===== config.mk =====
export PLATFORM = sky130hd
export DESIGN_NAME = fetch_stage
export DESIGN_NICKNAME = d
export VERILOG_FILES = /design/src/rtl/mips_defs.sv /design/src/rtl/npc_calc.sv /design/src/rtl/fetch_stage.sv
export SDC_FILE = /design/constraint.sdc
export NUM_CORES = 1
export LEC_CHECK = 0
export ABC_AREA = 0
export CORE_MARGIN = 2
export CORE_UTILIZATION = 39
export CTS_CLUSTER_SIZE = 20
export DETAILED_ROUTE_END_ITERATION = 7
export PLACE_DENSITY_LB_ADDON = 0.25
export REMOVE_ABC_BUFFERS = 1
export SLEW_MARGIN = 30
export SYNTH_ARGS = -nofsm -noshare
export SYNTH_HDL_FRONTEND = slang
export SYNTH_SLANG_ARGS = --single-unit

===== constraint.sdc =====
create_clock -name clk -period 3.1 [get_ports clk]
set_input_delay 0.62 -clock clk [delete_from_list [all_inputs] [get_ports clk]]
set_output_delay 0.62 -clock clk [all_outputs]
set_load 0.01 [all_outputs]

===== src/rtl/mips_defs.sv =====
// Shared definitions for the MIPS front end: next-PC select codes, boot PC
// and the fetch-stage state encoding.
package mips_defs;

   localparam logic [2:0] NPC_SEQ = 3'b000;
   localparam logic [2:0] NPC_BEQ = 3'b001;
   localparam logic [2:0] NPC_J   = 3'b010;
   localparam logic [2:0] NPC_JR  = 3'b011;
   localparam logic [2:0] NPC_BNE = 3'b100;

   localparam logic [31:0] RESET_PC = 32'h0000_3000;

   typedef enum logic {
      ST_BOOT = 1'b0,
      ST_RUN  = 1'b1
   } fetch_state_t;

endpackage


===== src/rtl/npc_calc.sv =====
// Combinational next-PC selection: sequential, conditional branch, jump and
// jump-register targets, driven by the instruction currently in decode.
module npc_calc
   import mips_defs::*;
(
   input  logic [2:0]  npc_sel,
   input  logic        valid_D,
   input  logic        cmp_eq_D,
   input  logic [31:0] pc_F,
   input  logic [31:0] pc4_D,
   input  logic [25:0] instr_idx_D,
   input  logic [31:0] jr_target_D,
   output logic [31:0] npc
);

   logic [31:0] w_seq;
   logic [31:0] w_br_target;

   assign w_seq       = pc_F + 32'd4;
   assign w_br_target = pc4_D + {{14{instr_idx_D[15]}}, instr_idx_D[15:0], 2'b00};

   // A bubble in decode must never steer fetch, whatever npc_sel says.
   always_comb begin
      npc = w_seq;
      if (valid_D) begin
         case (npc_sel)
            NPC_BEQ: npc = cmp_eq_D  ? w_br_target : w_seq;
            NPC_BNE: npc = !cmp_eq_D ? w_br_target : w_seq;
            NPC_J:   npc = {pc4_D[31:28], instr_idx_D, 2'b00};
            NPC_JR:  npc = jr_target_D;
            default: npc = w_seq;
         endcase
      end
   end

endmodule


===== src/rtl/fetch_stage.sv =====
// IF stage and IF/ID register: owns the PC, addresses a synchronous ROM and
// hands instructions to decode under the hazard unit's stall/flush control.
module fetch_stage
   import mips_defs::*;
#(
   parameter logic [31:0] RESET_PC = mips_defs::RESET_PC,
   parameter int          IMEM_AW  = 10,
   parameter int          CNT_W    = 32
) (
   input  logic               clk,
   input  logic               rst_n,
   input  logic               en_F,
   input  logic               en_D,
   input  logic               flushD,
   input  logic [2:0]         npc_sel,
   input  logic               cmp_eq_D,
   input  logic [31:0]        jr_target_D,
   output logic [IMEM_AW-1:0] imem_addr,
   input  logic [31:0]        imem_rdata,
   output logic [31:0]        instr_D,
   output logic [31:0]        pc_D,
   output logic [31:0]        pc4_D,
   output logic               valid_D,
   output logic [CNT_W-1:0]   fetch_cnt
);

   fetch_state_t     r_state;
   logic [31:0]      r_pc_F;
   logic [31:0]      r_instr_D;
   logic [31:0]      r_pc_D;
   logic [31:0]      r_pc4_D;
   logic             r_valid_D;
   logic [CNT_W-1:0] r_fetch_cnt;

   logic [31:0]      w_target;
   logic [31:0]      w_pc_next;

   npc_calc u_npc_calc (
      .npc_sel     (npc_sel),
      .valid_D     (r_valid_D),
      .cmp_eq_D    (cmp_eq_D),
      .pc_F        (r_pc_F),
      .pc4_D       (r_pc4_D),
      .instr_idx_D (r_instr_D[25:0]),
      .jr_target_D (jr_target_D),
      .npc         (w_target)
   );

   // The ROM is addressed with the PC we are about to hold, so a stalled PC
   // keeps re-reading its own word and imem_rdata always matches r_pc_F.
   assign w_pc_next = (r_state == ST_RUN && en_F) ? w_target : r_pc_F;
   assign imem_addr = w_pc_next[IMEM_AW+1:2];

   always_ff @(posedge clk or negedge rst_n) begin
      if (!rst_n) begin
         r_state     <= ST_BOOT;
         r_pc_F      <= RESET_PC;
         r_instr_D   <= '0;
         r_pc_D      <= '0;
         r_pc4_D     <= '0;
         r_valid_D   <= 1'b0;
         r_fetch_cnt <= '0;
      end else begin
         case (r_state)
            ST_BOOT: begin
               r_state   <= ST_RUN;
               r_instr_D <= '0;
               r_pc_D    <= '0;
               r_pc4_D   <= '0;
               r_valid_D <= 1'b0;
            end
            default: begin
               r_pc_F <= w_pc_next;
               if (flushD) begin
                  r_instr_D <= '0;
                  r_pc_D    <= '0;
                  r_pc4_D   <= '0;
                  r_valid_D <= 1'b0;
               end else if (en_D) begin
                  r_instr_D   <= imem_rdata;
                  r_pc_D      <= r_pc_F;
                  r_pc4_D     <= r_pc_F + 32'd4;
                  r_valid_D   <= 1'b1;
                  r_fetch_cnt <= r_fetch_cnt + 1'b1;
               end
            end
         endcase
      end
   end

   assign instr_D   = r_instr_D;
   assign pc_D      = r_pc_D;
   assign pc4_D     = r_pc4_D;
   assign valid_D   = r_valid_D;
   assign fetch_cnt = r_fetch_cnt;

endmodule


==> results.env, run 1 <==
CRIT-REG2REG-CAPTURE='r_pc_F[30]'
HPWL_AFTER_DETAILED_PLACEMENT_UM=22600
SYNTH_COMPOUND_AREA_SHARE_PCT=22.6
MOST-COMMON-LAYOUT-CELLS='sky130_fd_sc_hd__clkdlybuf4s50_1, sky130_fd_sc_hd__dfrtp_1, sky130_fd_sc_hd__buf_4'
CRITICAL-PATH-TOP-CELL-BY-COUNT='sky130_fd_sc_hd__a21oi_2'
FP.DIEH_UM=157
SYNTH_SEQ_CELLS=160
SYNTH_SEQUENTIAL_AREA_RATIO_PCT=43.8
FIRST_GLOBAL_VIAS=8714
FLOW.AREA_GROWTH_FROM_SYNTHESIS_PCT=43.6
GRT-OVFL-TOTAL=0
SYNTHDISTINCTLIBCELLS=66
TRITONCTS.NUM_BUFFERS=17
LAYOUT.NETS=1357
HOLD_SLACK_NS=0.148
SYNTHARSTFLOPSHARE_PCT=100
SYN_AREA_MM2=0.00915
SYNTH-ADDER-AREA-SHARE_PCT=4.46
RSZ0062_AT_GRT='yes'
SYNTHDOMINANTAREACELLTYPE='sky130_fd_sc_hd__dfrtp_1'
SLEW_HEADROOM_PCT=48.3
FINAL_UTIL_PCT=56.5
CRIT_REQUIRED_NS=2.48
SETUP_WS_NS=-0.182
SETUP.WORST_PATH.CLASS='register to output pin'
NUMBER_OF_CLOCK_SINKS_SEEN_BY_CTS=160
POWER.IR.VDD_WORST_mV=0.294
FINAL_COMMON_CELL='sky130_fd_sc_hd__clkdlybuf4s50_1'
ANT_NETS=0
POST-ROUTE-MIN-PERIOD_NS=3.28
POWER.DENSITY_CELL_AREA_mW_PER_MM2=429
SETUP.WORST_PATH.START='pc4_D[2]'
INITIAL_CORE_UTIL_PCT=39.3
RR_WORST_DEPTH=13
DRT-VIAS-PER-INSTANCE=5.56
VIA_COUNT=8801
POST_SYNTH_INST_COUNT=963
COMBINATIONAL_FAMILY_WITH_THE_MOST_AREA_AFTER_SYNTHESIS='compound AO/OA/AOI/OAI gates'
ROUTED_WIRELENGTH_UM=30900
ANTENNA_FOUND_INITIAL=0
PIN_COUNT_OF_THE_BIGGEST_NET_ENTERING_GLOBAL_ROUTING=63
SETUP_VIOL_COUNT_FINAL=5
ROW_COUNT=56
WORSTPATHBUFFERINVERTERCOUNT=2
FMAX_GHz=0.305
MULTIPLEXER_AREA_FRACTION_AFTER_SYNTHESIS_PCT=3.50
WORST_CLOCK_SKEW_NS=0.0153
CTS_MAX_PATH_BUFFERS=2
RATIO_OF_CELLS_WITH_DRIVE_ABOVE_1_IN_THE_FINAL_LAYOUT_PCT=16.2
SYNTH_ENABLE_FLOP_CELLS=0
WORST_SETUP_PATH_START_KIND='register'
IO_PINS=212
PORT_BUFFERS=211
FAILING_CHECKS='setup timing'
WORST-ENDPOINT-ARRIVAL_NS=2.66
POST-ROUTE-CELL-AREA_MM2=0.0131
DRT_FIRST_ITER_VIOLATIONS=701
CRITICAL-PATH-SLOWEST-CELL='sky130_fd_sc_hd__fa_2'
DRV_CAP=0
CRITICAL_PATH.MAX_FANOUT=2
SYN_AVG_CELL_AREA_UM2=9.50
DRCVIOLATIONCOUNT=0
CTS_TREE='built'
REGTOREGSETUPSLACK_NS=0.07
CLK_PIN_SLEW_WORST_PATHS_NS=0.08
PATH_DELAY_FAMILY='compound AO/OA/AOI/OAI gates'
ANTENNA-DIODE-COUNT=0
SETUP.WORST_PATH.END_CLASS='output pin'
PRE_CTS_WS_NS=-0.491
COREAREA_MM2=0.0233
CRITICAL_PATH.REG2REG.STARTPOINT='pc4_D[2]'
FINALWEIGHTEDCONGESTION=0.882
DPL-INSTANCE-AREA_MM2=0.0123
STATUS='finished with violations'
DESIGN.DIE.AREA_MM2=0.0247
DIE_X_UM=157
REPORT.FINAL.HOLD_VIOL_COUNT=0
CRITICAL_PATH_CELL_COUNT=11
TIGHTEST_SLEW_NS=0.776
CLK_ROOT_BUFFER_CELL='sky130_fd_sc_hd__clkbuf_16'
REPORT.FINAL.SLEW_VIOL_COUNT=0
CLK-INSERTION-DELAY-LATE_NS=0.43
WL_PER_CELL_UM=19.5
H-TREE-DEPTH=4
SYNTH_SIMPLE_GATE_AREA_SHARE_PCT=15.3
FINALCRITPERIODSHARE_PCT=106
YOSYSWARNINGS=0
GLOBAL_ROUTE.USAGE.TOTAL_PCT=25.3
P_LEAK_nW=5.80
CELL_TYPES_WITH_THE_LARGEST_AREA_SHARE_AFTER_SYNTHESIS='sky130_fd_sc_hd__dfrtp_1, sky130_fd_sc_hd__a22o_1, sky130_fd_sc_hd__o21ai_0'
FIN_SETUP_TNS_NS=-0.586
SYNTH_TOP_AREA_SHARE_PCT=43.2
DOMINANTREGCELLSYNTH='sky130_fd_sc_hd__dfrtp_1'
GRT_PASS1_WL_UM=48500
DRT-PASS1-ITER-COUNT=5
FILL_CELLS=2121
SYNTH_XOR_AREA_SHARE_PCT=7.28
HP-CLASS='input port to async pin'
PATH_CELLS='ha_2 > inv_2 > fa_2 > nor2b_4 > o2111ai_4 > a21oi_2 > nor3_1 > o32ai_2 > a21oi_2 > o21ai_1 > buf_2'
DELAY_CONTRIBUTED_BY_THE_SLOWEST_STAGE_OF_THE_CRITICAL_PATH_NS=0.38
[metrics by stage]
stage | power, mW | cells
after floorplan | 2.83 | 909
after global placement | 3.49 | 1544
after detailed placement | 3.50 | 1544
after CTS | 5.65 | 1581
after global routing | 5.86 | 1584
final | 5.63 | 1584
[sequential cells by signal, summed over array words and instances (netlist names), named ones only]
signal and cells:
pc4_D 30, r_pc_F 30, fetch_cnt 32, instr_D 32
valid_D 1, r_state 1, pc_D 32
[timing repair]
action / 4_1_cts / 5_1_grt
hold buffers: 0 / 0
setup buffers: 6 / 4
gates resized for setup: 72 / 21
pin swaps: 25 / 18
endpoints found under the setup margin: 12 / 10
[how the worst max path moves through the flow]
stage / end / slack, ns
2_1_floorplan: instr_D[0] / -1.04
3_3_place_gp: imem_addr[8] / -0.48
3_5_place_dp: imem_addr[8] / -0.49
4_1_cts: imem_addr[8] / -0.20
5_1_grt: imem_addr[8] / -0.34
6_report: imem_addr[8] / -0.18
[routing by layer]
metal | GRT usage [%] | vias up | wire (um)
met4 | 6.23 | 0 | 428
met5 | 0 | - | 0
met3 | 4.02 | 27 | 1590
li1 | - | 4127 | -
met2 | 40.7 | 278 | 14700
met1 | 35.7 | 4369 | 14300
[worst register-to-register path: cells and delay by family (launching register included)]
family / cells / cell delay, ns
compound gates: 4 / 0.94
fa+ha+maj: 2 / 0.58
buf+inv: 3 / 0.33
flops: 1 / 0.36
simple gates: 4 / 0.73
[cells in the mapped netlist, types with 3 or more instances]
master and count:
sky130_fd_sc_hd__and4_1 5, sky130_fd_sc_hd__xor2_1 28, sky130_fd_sc_hd__o21bai_1 5, sky130_fd_sc_hd__a22o_1 60
sky130_fd_sc_hd__o21ai_0 91, sky130_fd_sc_hd__and2_1 5, sky130_fd_sc_hd__dfrtp_1 158, sky130_fd_sc_hd__nand4_1 14
sky130_fd_sc_hd__ha_1 31, sky130_fd_sc_hd__o211ai_1 4, sky130_fd_sc_hd__nand2_1 95, sky130_fd_sc_hd__xnor2_1 48
sky130_fd_sc_hd__mux2i_1 32, sky130_fd_sc_hd__a211o_1 4, sky130_fd_sc_hd__a31oi_1 9, sky130_fd_sc_hd__clkbuf_1 43
sky130_fd_sc_hd__nand3b_1 4, sky130_fd_sc_hd__a21o_1 20, sky130_fd_sc_hd__nand3_1 30, sky130_fd_sc_hd__or3_1 3
sky130_fd_sc_hd__o32ai_1 8, sky130_fd_sc_hd__and3_1 22, sky130_fd_sc_hd__a221oi_1 8, sky130_fd_sc_hd__o31ai_1 5
sky130_fd_sc_hd__o22ai_1 13, sky130_fd_sc_hd__nor2b_1 4, sky130_fd_sc_hd__a32oi_1 5, sky130_fd_sc_hd__nand2b_1 5
sky130_fd_sc_hd__a21oi_1 47, sky130_fd_sc_hd__o21a_1 5, sky130_fd_sc_hd__buf_1 5, sky130_fd_sc_hd__nor3_1 16
sky130_fd_sc_hd__a211oi_1 5, sky130_fd_sc_hd__nor2_1 67, sky130_fd_sc_hd__inv_1 17
[cell families (layout without fill, tap and decap cells)]
logic type | count (synthesis) | after routing
fa+ha+maj | 32 | 32
flops | 160 | 160
mux | 32 | 32
other cells | 1 | 1
simple gates | 284 | 284
xor+xnor | 76 | 76
buf+inv | 71 | 373
compound gates | 307 | 307
[area by class of cell]
class                      instances  area, um^2  area share, %
clock inverter                    15         169           1.29
inverter                          17        63.8          0.486
sequential                       160        4010           30.5
clock buffer                      17         425           3.24
multi-input combinational        732        5100           38.8
tap                              319         399           3.04
timing repair buffer             324        2980           22.7
[power breakdown]
group          leakage (nW)  internal [mW]  total, mW  switching [mW]
registers              2.18           2.21       2.38           0.165
clock network         0.277           1.15       2.17            1.01
logic                  3.34          0.533       1.09           0.556
Power figures use the tool's default switching activity.
==> run 2, diff against run 1 <==
- CTS_CLUSTER_SIZE: 20 -> 14
==> results of run 2 <==
No change in the layout: final DEF, timing and power equal those of run 1.
